<file path="config.mk">
export PLATFORM = sky130hd
export DESIGN_NAME = player_move_ctrl
export DESIGN_NICKNAME = d
export VERILOG_FILES = /design/src/rtl/pokemon_pkg.sv /design/src/rtl/frame_tick_detect.sv /design/src/rtl/player_move_ctrl.sv
export SDC_FILE = /design/constraint.sdc
export NUM_CORES = 1
export LEC_CHECK = 0
export ABC_AREA = 1
export CORE_ASPECT_RATIO = 1.5
export CORE_MARGIN = 3
export CORE_UTILIZATION = 51
export CTS_BUF_LIST = sky130_fd_sc_hd__clkbuf_16
export DETAILED_ROUTE_END_ITERATION = 7
export GPL_ROUTABILITY_DRIVEN = 0
export PLACE_DENSITY_LB_ADDON = 0.2
export SYNTH_ARGS = -nofsm -noshare
export SYNTH_HDL_FRONTEND = slang
export SYNTH_SLANG_ARGS = --single-unit
export TNS_END_PERCENT = 50
</file>
<file path="constraint.sdc">
create_clock -name Clk -period 2.2 [get_ports Clk]
set_input_delay 0.44 -clock Clk [delete_from_list [all_inputs] [get_ports Clk]]
set_output_delay 0.44 -clock Clk [all_outputs]
set_load 0.05 [all_outputs]
</file>
<file path="src/rtl/pokemon_pkg.sv">
// Shared types for the overworld character: facing direction, movement state,
// keyboard keycodes and tile geometry.
package pokemon_pkg;

    typedef enum logic [1:0] {
        UP    = 2'd0,
        RIGHT = 2'd1,
        DOWN  = 2'd2,
        LEFT  = 2'd3
    } dir_e;

    typedef enum logic [1:0] {
        IDLE = 2'd0,
        TURN = 2'd1,
        WALK = 2'd2
    } move_state_e;

    localparam logic [7:0] KEY_UP    = 8'h1A;
    localparam logic [7:0] KEY_RIGHT = 8'h07;
    localparam logic [7:0] KEY_DOWN  = 8'h16;
    localparam logic [7:0] KEY_LEFT  = 8'h04;

    localparam int TILE_PX = 16;

    typedef struct packed {
        logic valid;
        dir_e dir;
    } key_t;

    function automatic key_t decode_key(input logic [7:0] code);
        key_t k;
        k.valid = 1'b1;
        k.dir   = UP;
        case (code)
            KEY_UP:    k.dir = UP;
            KEY_RIGHT: k.dir = RIGHT;
            KEY_DOWN:  k.dir = DOWN;
            KEY_LEFT:  k.dir = LEFT;
            default:   k.valid = 1'b0;
        endcase
        return k;
    endfunction

    // True when the tile adjacent to (tx,ty) in direction dir lies on the map.
    function automatic logic tile_in_bounds(input logic [5:0] tx, input logic [5:0] ty,
                                            input dir_e dir, input int w_tiles,
                                            input int h_tiles);
        logic ok;
        case (dir)
            UP:      ok = (ty != 6'd0);
            RIGHT:   ok = (int'(tx) < w_tiles - 1);
            DOWN:    ok = (int'(ty) < h_tiles - 1);
            default: ok = (tx != 6'd0);
        endcase
        return ok;
    endfunction

endpackage

</file>
<file path="src/rtl/frame_tick_detect.sv">
// Brings the vsync-derived frame strobe into the Clk domain and emits a
// one-cycle tick three Clk cycles after each rising edge.
module frame_tick_detect (
    input  logic Clk,
    input  logic Reset,
    input  logic frame_clk,
    output logic tick
);

    logic sync_1, sync_2, sync_prev;

    always_ff @(posedge Clk or posedge Reset) begin
        if (Reset) begin
            sync_1    <= 1'b0;
            sync_2    <= 1'b0;
            sync_prev <= 1'b0;
            tick      <= 1'b0;
        end else begin
            sync_1    <= frame_clk;
            sync_2    <= sync_1;
            sync_prev <= sync_2;
            tick      <= sync_2 & ~sync_prev;
        end
    end

endmodule

</file>
<file path="src/rtl/player_move_ctrl.sv">
// Tile-based character movement: turn in place, walk one 16-px tile per step,
// bump against the map edge. Everything advances once per frame tick.
module player_move_ctrl
    import pokemon_pkg::*;
#(
    parameter int MAP_W_TILES = 40,
    parameter int MAP_H_TILES = 30,
    parameter int START_TX    = 20,
    parameter int START_TY    = 15,
    parameter int TURN_FRAMES = 4
) (
    input  logic        Clk,
    input  logic        Reset,
    input  logic        frame_clk,
    input  logic [7:0]  keycode,
    output logic [1:0]  Direction,
    output logic        Character_Moving,
    output logic [9:0]  Map_X,
    output logic [9:0]  Map_Y,
    output logic        Step_Done,
    output move_state_e state_dbg
);

    localparam int CNT_MAX = (TURN_FRAMES > TILE_PX) ? TURN_FRAMES : TILE_PX;
    localparam int CNT_W   = $clog2(CNT_MAX) + 1;
    localparam logic [CNT_W-1:0] STEP_LAST = CNT_W'(TILE_PX - 1);
    localparam logic [CNT_W-1:0] TURN_LAST = CNT_W'(TURN_FRAMES - 1);
    localparam logic [9:0] START_X = 10'(START_TX * TILE_PX);
    localparam logic [9:0] START_Y = 10'(START_TY * TILE_PX);

    logic tick;
    key_t key;

    move_state_e      state, state_next;
    dir_e             dir_q, dir_next;
    logic [9:0]       x_q, x_next, y_q, y_next;
    logic [9:0]       walk_x, walk_y;
    logic [CNT_W-1:0] cnt_q, cnt_next;
    logic             step_q, step_next;
    logic             moving_q;

    frame_tick_detect u_tick (
        .Clk       (Clk),
        .Reset     (Reset),
        .frame_clk (frame_clk),
        .tick      (tick)
    );

    assign key = decode_key(keycode);

    always_ff @(posedge Clk or posedge Reset) begin
        if (Reset) begin
            state    <= IDLE;
            dir_q    <= UP;
            x_q      <= START_X;
            y_q      <= START_Y;
            cnt_q    <= '0;
            step_q   <= 1'b0;
            moving_q <= 1'b0;
        end else begin
            state    <= state_next;
            dir_q    <= dir_next;
            x_q      <= x_next;
            y_q      <= y_next;
            cnt_q    <= cnt_next;
            step_q   <= step_next;
            moving_q <= (state_next == WALK);
        end
    end

    always_comb begin
        state_next = state;
        dir_next   = dir_q;
        x_next     = x_q;
        y_next     = y_q;
        cnt_next   = cnt_q;
        step_next  = 1'b0;
        walk_x     = x_q;
        walk_y     = y_q;

        case (dir_q)
            UP:      walk_y = y_q - 10'd1;
            RIGHT:   walk_x = x_q + 10'd1;
            DOWN:    walk_y = y_q + 10'd1;
            default: walk_x = x_q - 10'd1;
        endcase

        if (tick) begin
            case (state)
                IDLE: begin
                    if (key.valid && key.dir != dir_q) begin
                        dir_next   = key.dir;
                        cnt_next   = '0;
                        state_next = TURN;
                    end else if (key.valid &&
                                 tile_in_bounds(x_q[9:4], y_q[9:4], dir_q,
                                                MAP_W_TILES, MAP_H_TILES)) begin
                        cnt_next   = '0;
                        state_next = WALK;
                    end
                end
                TURN: begin
                    if (cnt_q == TURN_LAST) begin
                        cnt_next   = '0;
                        state_next = IDLE;
                    end else begin
                        cnt_next = cnt_q + 1'b1;
                    end
                end
                WALK: begin
                    x_next = walk_x;
                    y_next = walk_y;
                    if (cnt_q == STEP_LAST) begin
                        // Tile aligned: chain straight into the next step if still held.
                        step_next = 1'b1;
                        cnt_next  = '0;
                        if (key.valid && key.dir == dir_q &&
                            tile_in_bounds(walk_x[9:4], walk_y[9:4], dir_q,
                                           MAP_W_TILES, MAP_H_TILES))
                            state_next = WALK;
                        else
                            state_next = IDLE;
                    end else begin
                        cnt_next = cnt_q + 1'b1;
                    end
                end
                default: state_next = IDLE;
            endcase
        end
    end

    always_comb begin
        Direction        = dir_q;
        Character_Moving = moving_q;
        Map_X            = x_q;
        Map_Y            = y_q;
        Step_Done        = step_q;
        state_dbg        = state;
    end

endmodule

</file>
==> flow_metrics.env, run 1 <==
export IMPL_slowest_delay_ns=0.43
export IMPL_synth_edf_count=0
export IMPL_syn_cell_area_um2=2910
export IMPL_pwr_share_seq_pct=26.2
export IMPL_place_detailed_instances=569
export IMPL_num_antenna_cells=0
export IMPL_grt_usage_pct=26.5
export IMPL_layout_cells_non_filler=585
export IMPL_grt_setup_unrepaired="yes"
export IMPL_cts_buffer_depth=2
export IMPL_die_x_um=67.7
export IMPL_place_ws_ns=-0.190
export IMPL_firstDrtPassIters=4
export IMPL_post_drt_via_cell_ratio=5.20
export IMPL_status="complete, but fails checks"
export IMPL_yosys_area_top_type="dfrtp_1"
export IMPL_crit_required_ns=2.36
export IMPL_finalInstanceArea_um2=4160
export IMPL_nFillCells=395
export IMPL_path_class="register to register"
export IMPL_cts_sinks=35
export IMPL_start_kind="register"
export IMPL_yosysSeqAreaShare_pct=30.4
export IMPL_holdWs_ns=0.365
export IMPL_multiInputGateArea_um2=2010
export IMPL_initial_utilization_pct=53.0
export IMPL_final_period_utilization_pct=108
export IMPL_finalSetupViolCount=3
export IMPL_ys_types=35
export IMPL_antenna_left=0
export IMPL_core_um2=5490
export IMPL_fmax_ghz=0.420
export IMPL_clkSlewWorstSetupHoldPaths_ns=0.06
export IMPL_cp_end_kind="register"
export IMPL_synth_top_area_share_pct=24.9
export IMPL_internal_power_w=0.00196
export IMPL_worst_pin_slew_ns=0.499
export IMPL_drv_slew=0
export IMPL_synthArstFlopShare_pct=100
export IMPL_ir_drop_mv=0.852
export IMPL_numCtsBuffers=5
export IMPL_slowest_stage="dfrtp_2"
export IMPL_path_buf_inv=3
export IMPL_p_per_area_nw_per_um2=839
export IMPL_final_nets=550
export IMPL_post_dp_cell_area_um2=3780
export IMPL_gr_total_overflow=0
export IMPL_synth_fp_nets=458
export IMPL_ys_warn_count=0
export IMPL_ioPinCount=37
export IMPL_antenna_found_initial=0
export IMPL_critPathArrivalTime_ns=2.54
export IMPL_r2r_slack_ns=-0.18
export IMPL_synth_area_leaders="dfrtp_1 25%, nand2_1 16%, ha_1 9.9%, inv_1 8.5%, nand3_1 6.7%"
export IMPL_vias=3042
export IMPL_port_buffers=36
export IMPL_failed_checks="setup timing"
export IMPL_avgRoutedWirePerCell_um=13.8
export IMPL_syn_inst=422
export IMPL_p_leak_nw=2.09
export IMPL_die_h_um=98.5
export IMPL_clkPwrFrac_pct=20.7
export IMPL_hpwlAfterDp_um=5870
export IMPL_period_needed_ns=2.38
export IMPL_drt_drc_violations_left=0
export IMPL_final_hold_violation_count=0
export IMPL_synth_commonest_cells="124 x nand2_1, 66 x inv_1, 39 x nand3_1, 32 x nor2_1, 29 x dfrtp_1"
export IMPL_die_area_um2=6670
export IMPL_pwr_share_comb_pct=53.1
export IMPL_cts_root_buffer="clkbuf_16"
export IMPL_power_switching_w=0.00154
export IMPL_fin_ws_ns=-0.181
export IMPL_min_path_type="register to register"
export IMPL_synth_area_per_cell_um2=6.90
export IMPL_setup_tns_ns=-0.374
export IMPL_path_cells="buf_12 > nand2_8 > ha_4 > nand2_1 > inv_1 > nand2_1 > nand3_2 > nand2_1 > nand2_1 > nand2_1 > inv_1 > nor2_1 > nand3_1 > nand2_1 > nand2_1 > nand3_2 > nand2_2 > nand2_2 > a21oi_2"
export IMPL_num_rows=33
export IMPL_regArea_um2=887
export IMPL_first_global_vias=3105
export IMPL_wl_um=8070
export IMPL_drive_gt1_share_pct=27.4
export IMPL_cap_viol_max_count=0
export IMPL_grt_max_degree=36
export IMPL_cts_max_level=2
export IMPL_synth_seq_cells=35
export IMPL_max_slew_margin_pct=66.6
export IMPL_clk_insertion_delay_late_ns=0.28
export IMPL_crit_fanout=11
export IMPL_fin_skew_ns=0.00223
export IMPL_crit_top_cell="nand2_1"
export IMPL_cts_tree="yes"
export IMPL_yosysMostFrequentCell="nand2_1"
export IMPL_synth_ff_type="dfrtp_1"
export IMPL_drt_initial_drc_count=119
export IMPL_cp_top_family="simple AND/OR/NAND/NOR gates"
export IMPL_grt_pass1_wl_um=13800
export IMPL_switching_share_pct=44.0
export IMPL_syn_to_final_growth_pct=43.1
[worst paths after layout]
| kind | to | cells after the start | from |
|---|---|---|---|
| setup / recovery | Character_Moving | 19 | Direction[1] |
| hold / removal | u_tick.sync_2 | 0 | u_tick.sync_1 |
| setup reg to reg | Character_Moving | 19 | Direction[1] |
| hold reg to reg | u_tick.sync_2 | 0 | u_tick.sync_1 |
| max in group asynchronous | Map_X[6] | 3 | Reset |
| min in group asynchronous | u_tick.sync_1 | 3 | Reset |
[placed cells by master, fill, tap and decap left out, types with 8 or more instances in the layout]
cell type | netlist | final
ha_1 | 23 | 10
nand3_2 | 7 | 9
nand3_1 | 39 | 37
nand2_1 | 124 | 113
dfrtp_1 | 29 | 26
nand2_2 | 9 | 18
o21ai_0 | 18 | 18
nand4_1 | 9 | 9
nor2_1 | 32 | 27
ha_4 | 0 | 13
clkdlybuf4s50_1 | 0 | 31
buf_4 | 0 | 54
xor2_1 | 10 | 10
inv_1 | 66 | 64
nor2_2 | 4 | 8
[cell families after synthesis]
kind of cell	Yosys count	share of synthesized area, %
XOR/XNOR	12	3.61
AND/OR/NAND/NOR	232	36.0
buffers and inverters	73	9.67
AO/OA/AOI/OAI	45	9.11
flip-flops	35	30.4
adder cells (fa/ha/maj)	25	11.3
[state kept, by name, summed over array words and instances (netlist names)]
name,cells
Map_X,10
Map_Y,10
cnt_q,5
Direction,2
state_dbg,2
Character_Moving,1
Step_Done,1
u_tick.sync_1,1
u_tick.sync_2,1
u_tick.sync_prev,1
u_tick.tick,1
[through the flow]
stage / power [W] / util [%]
3_3_place_gp: 0.00256 / 68.8
4_1_cts: 0.00341 / 74.8
6_report: 0.00349 / 75.8
2_1_floorplan: 0.00197 / -
5_1_grt: 0.00373 / 75.8
3_5_place_dp: 0.00258 / 68.8
[worst register-to-register path, stage by stage, from the launching register on]
cell     delay [ns]
dfrtp_2        0.43
buf_12         0.14
nand2_8        0.14
ha_4           0.24
nand2_1        0.11
inv_1          0.05
nand2_1        0.12
nand3_2        0.10
nand2_1        0.07
nand2_1        0.08
nand2_1        0.09
inv_1          0.05
nor2_1         0.11
nand3_1        0.10
nand2_1        0.09
nand2_1        0.07
nand3_2        0.08
nand2_2        0.06
nand2_2        0.07
a21oi_2        0.06
[layer usage]
| layer | vias to the layer above | part of all wire (%) | track usage [%] |
|---|---|---|---|
| met5 | - | 0 | 0 |
| met1 | 1385 | 37 | 28.5 |
| met4 | 0 | 4.4 | 14.1 |
| met3 | 36 | 3.5 | 3.88 |
| met2 | 82 | 55 | 47.9 |
| li1 | 1539 | - | - |
[layout make-up]
type	count	area share (%)
clock buffers	5	3.00
flip-flops and latches	35	21.3
multi-input cells	314	48.3
clock inverters	3	0.571
repair buffers	88	18.3
well taps	70	2.10
inverters	70	6.49
[power by group through the flow]
stage          registers [W]  logic (W)  clock network, W
2_1_floorplan        0.00122   0.000759                 0
4_1_cts             0.000900    0.00177          0.000737
5_1_grt             0.000931    0.00203          0.000767
3_3_place_gp        0.000900    0.00166                 0
6_report            0.000913    0.00185          0.000724
3_5_place_dp        0.000903    0.00168                 0
[repair_timing]
| item | 4_1_cts | 5_1_grt |
|---|---|---|
| setup buffers | 7 | 1 |
| endpoints found under the setup margin | 2 | 10 |
| resized for setup | 26 | 7 |
| cloned | 0 | 0 |
| pin swaps | 9 | 1 |
| hold buffers | 0 | 0 |
Power figures use the tool's default switching activity.
==> inputs of run 2 (changes only) <==
Settings changed: TNS_END_PERCENT 50 to 100.
==> flow_metrics.env, run 2 (synthesized netlist as in run 1, its figures left out) <==
export IMPL_firstDrtPassIters=4
export IMPL_failed_checks="setup timing"
export IMPL_syn_to_final_growth_pct=40.1
export IMPL_p_per_area_nw_per_um2=871
export IMPL_final_period_utilization_pct=104
export IMPL_fmax_ghz=0.436
export IMPL_vias=3085
export IMPL_die_h_um=98.5
export IMPL_antenna_found_initial=0
export IMPL_critPathArrivalTime_ns=2.45
export IMPL_drt_drc_violations_left=0
export IMPL_avgRoutedWirePerCell_um=13.5
export IMPL_setup_tns_ns=-0.176
export IMPL_cts_tree="yes"
export IMPL_die_x_um=67.7
export IMPL_grt_util_met3_pct=3.65
export IMPL_max_slew_margin_pct=66.3
export IMPL_place_detailed_instances=568
export IMPL_die_area_um2=6670
export IMPL_port_buffers=36
export IMPL_first_global_vias=3089
export IMPL_grt_pass1_wl_um=13100
export IMPL_crit_required_ns=2.36
export IMPL_ioPinCount=37
export IMPL_initial_utilization_pct=53.0
export IMPL_cap_viol_max_count=0
export IMPL_use_met2_pct=46.1
export IMPL_ir_drop_mv=0.966
export IMPL_num_rows=33
export IMPL_fin_skew_ns=0.00291
export IMPL_cp_end_kind="register"
export IMPL_total_power_w=0.00355
export IMPL_gr_total_overflow=0
export IMPL_final_nets=544
export IMPL_fin_ws_ns=-0.0920
export IMPL_grt_max_degree=36
export IMPL_grt_usage_pct=25.4
export IMPL_layout_cells_non_filler=579
export IMPL_place_ws_ns=-0.157
export IMPL_clkSlewWorstSetupHoldPaths_ns=0.06
export IMPL_crit_fanout=10
export IMPL_worst_pin_slew_ns=0.503
export IMPL_antenna_left=0
export IMPL_final_cell_mix="120 x nand2_1, 66 x inv_1, 49 x buf_4, 38 x nand3_1, 32 x clkdlybuf4s50_1"
export IMPL_finalSetupViolCount=2
export IMPL_min_path_type="register to register"
export IMPL_hpwlAfterDp_um=6100
export IMPL_final_hold_violation_count=0
export IMPL_cts_sinks=35
export IMPL_cts_root_buffer="clkbuf_16"
export IMPL_grt_busiest_layer="met2"
export IMPL_numCtsBuffers=5
export IMPL_status="complete, but fails checks"
export IMPL_p_leak_nw=2.08
export IMPL_start_kind="register"
export IMPL_clk_insertion_delay_late_ns=0.28
export IMPL_use_met1_pct=26.0
export IMPL_path_class="register to register"
export IMPL_drive_gt1_share_pct=23.4
export IMPL_num_antenna_cells=0
export IMPL_drt_initial_drc_count=146
export IMPL_cts_buffer_depth=2
export IMPL_final_common_cell="nand2_1"
export IMPL_cts_max_level=2
export IMPL_drv_slew=0
export IMPL_grt_setup_unrepaired="yes"
export IMPL_final_core_util_pct=74.3
export IMPL_core_um2=5490
export IMPL_wl_um=7820
export IMPL_post_drt_via_cell_ratio=5.33
export IMPL_nFillCells=430
export IMPL_hold_buffers=0
export IMPL_period_needed_ns=2.29
[run 2: power breakdown]
| group | leakage [nW] | total, W | internal [W] | switching [W] |
|---|---|---|---|---|
| clock | 0.0952 | 0.000914 | 0.000645 | 0.000269 |
| sequential | 0.445 | 0.000909 | 0.000771 | 0.000138 |
| combinational | 1.54 | 0.00173 | 0.000696 | 0.00103 |
| total | 2.08 | 0.00355 | 0.00211 | 0.00144 |
[run 2: cell type report]
| cell class | instances | area [um2] | area share, % |
|---|---|---|---|
| tap | 70 | 87.6 | 2.15 |
| clock buffer | 5 | 125 | 3.07 |
| sequential | 35 | 887 | 21.8 |
| inverter | 70 | 270 | 6.63 |
| timing repair buffer | 82 | 708 | 17.4 |
| clock inverter | 3 | 63.8 | 1.56 |
| multi-input combinational | 314 | 1940 | 47.5 |
[run 2: critical path, cell delays in order (launching register included)]
cell and delay, ns:
dfrtp_2 0.42, buf_12 0.12, nand2_8 0.09, ha_4 0.31
nand2_1 0.07, nor2_1 0.14, nand2_1 0.11, nand3_2 0.08
nand2_1 0.05, nand2_1 0.09, nand2_1 0.09, nor2_1 0.11
nand4_1 0.11, nand2_1 0.09, nand2_1 0.06, nand3_2 0.07
nand2_2 0.05, nand2_2 0.06, a21oi_2 0.04
[run 2: worst paths after layout]
path,startpoint,endpoint,slack (ns),cells past startpoint
worst max register to register,Direction[1],Character_Moving,-0.09,18
max in group asynchronous,Reset,Map_Y[5],1.27,3
min in group asynchronous,Reset,cnt_q[0],0.58,3
worst min register to register,u_tick.sync_1,u_tick.sync_2,0.35,0
worst max-delay path,Direction[1],Character_Moving,-0.09,18
worst min-delay path,u_tick.sync_1,u_tick.sync_2,0.35,0
[run 2: stage by stage]
stage | hold slack (ns) | area, um2
detailed placement | 0.343 | 3770
floorplan | 0.331 | 3030
finish | 0.353 | 4080
global route | 0.356 | 4080
global placement | 0.339 | 3770
CTS | 0.356 | 4070
[run 2: repair_timing]
item,4_1_cts,5_1_grt
endpoints found under the hold margin,0,0
gates resized for setup,11,2
pin swaps,3,1
endpoints found under the setup margin,2,7
buffers inserted,3,0
cloned,0,0
[run 2: routing by layer]
layer  part of all wire (%)  vias up
met4                    5.3        0
met5                      0        -
met2                     55       79
li1                       -     1522
met3                    2.9       41
met1                     37     1443
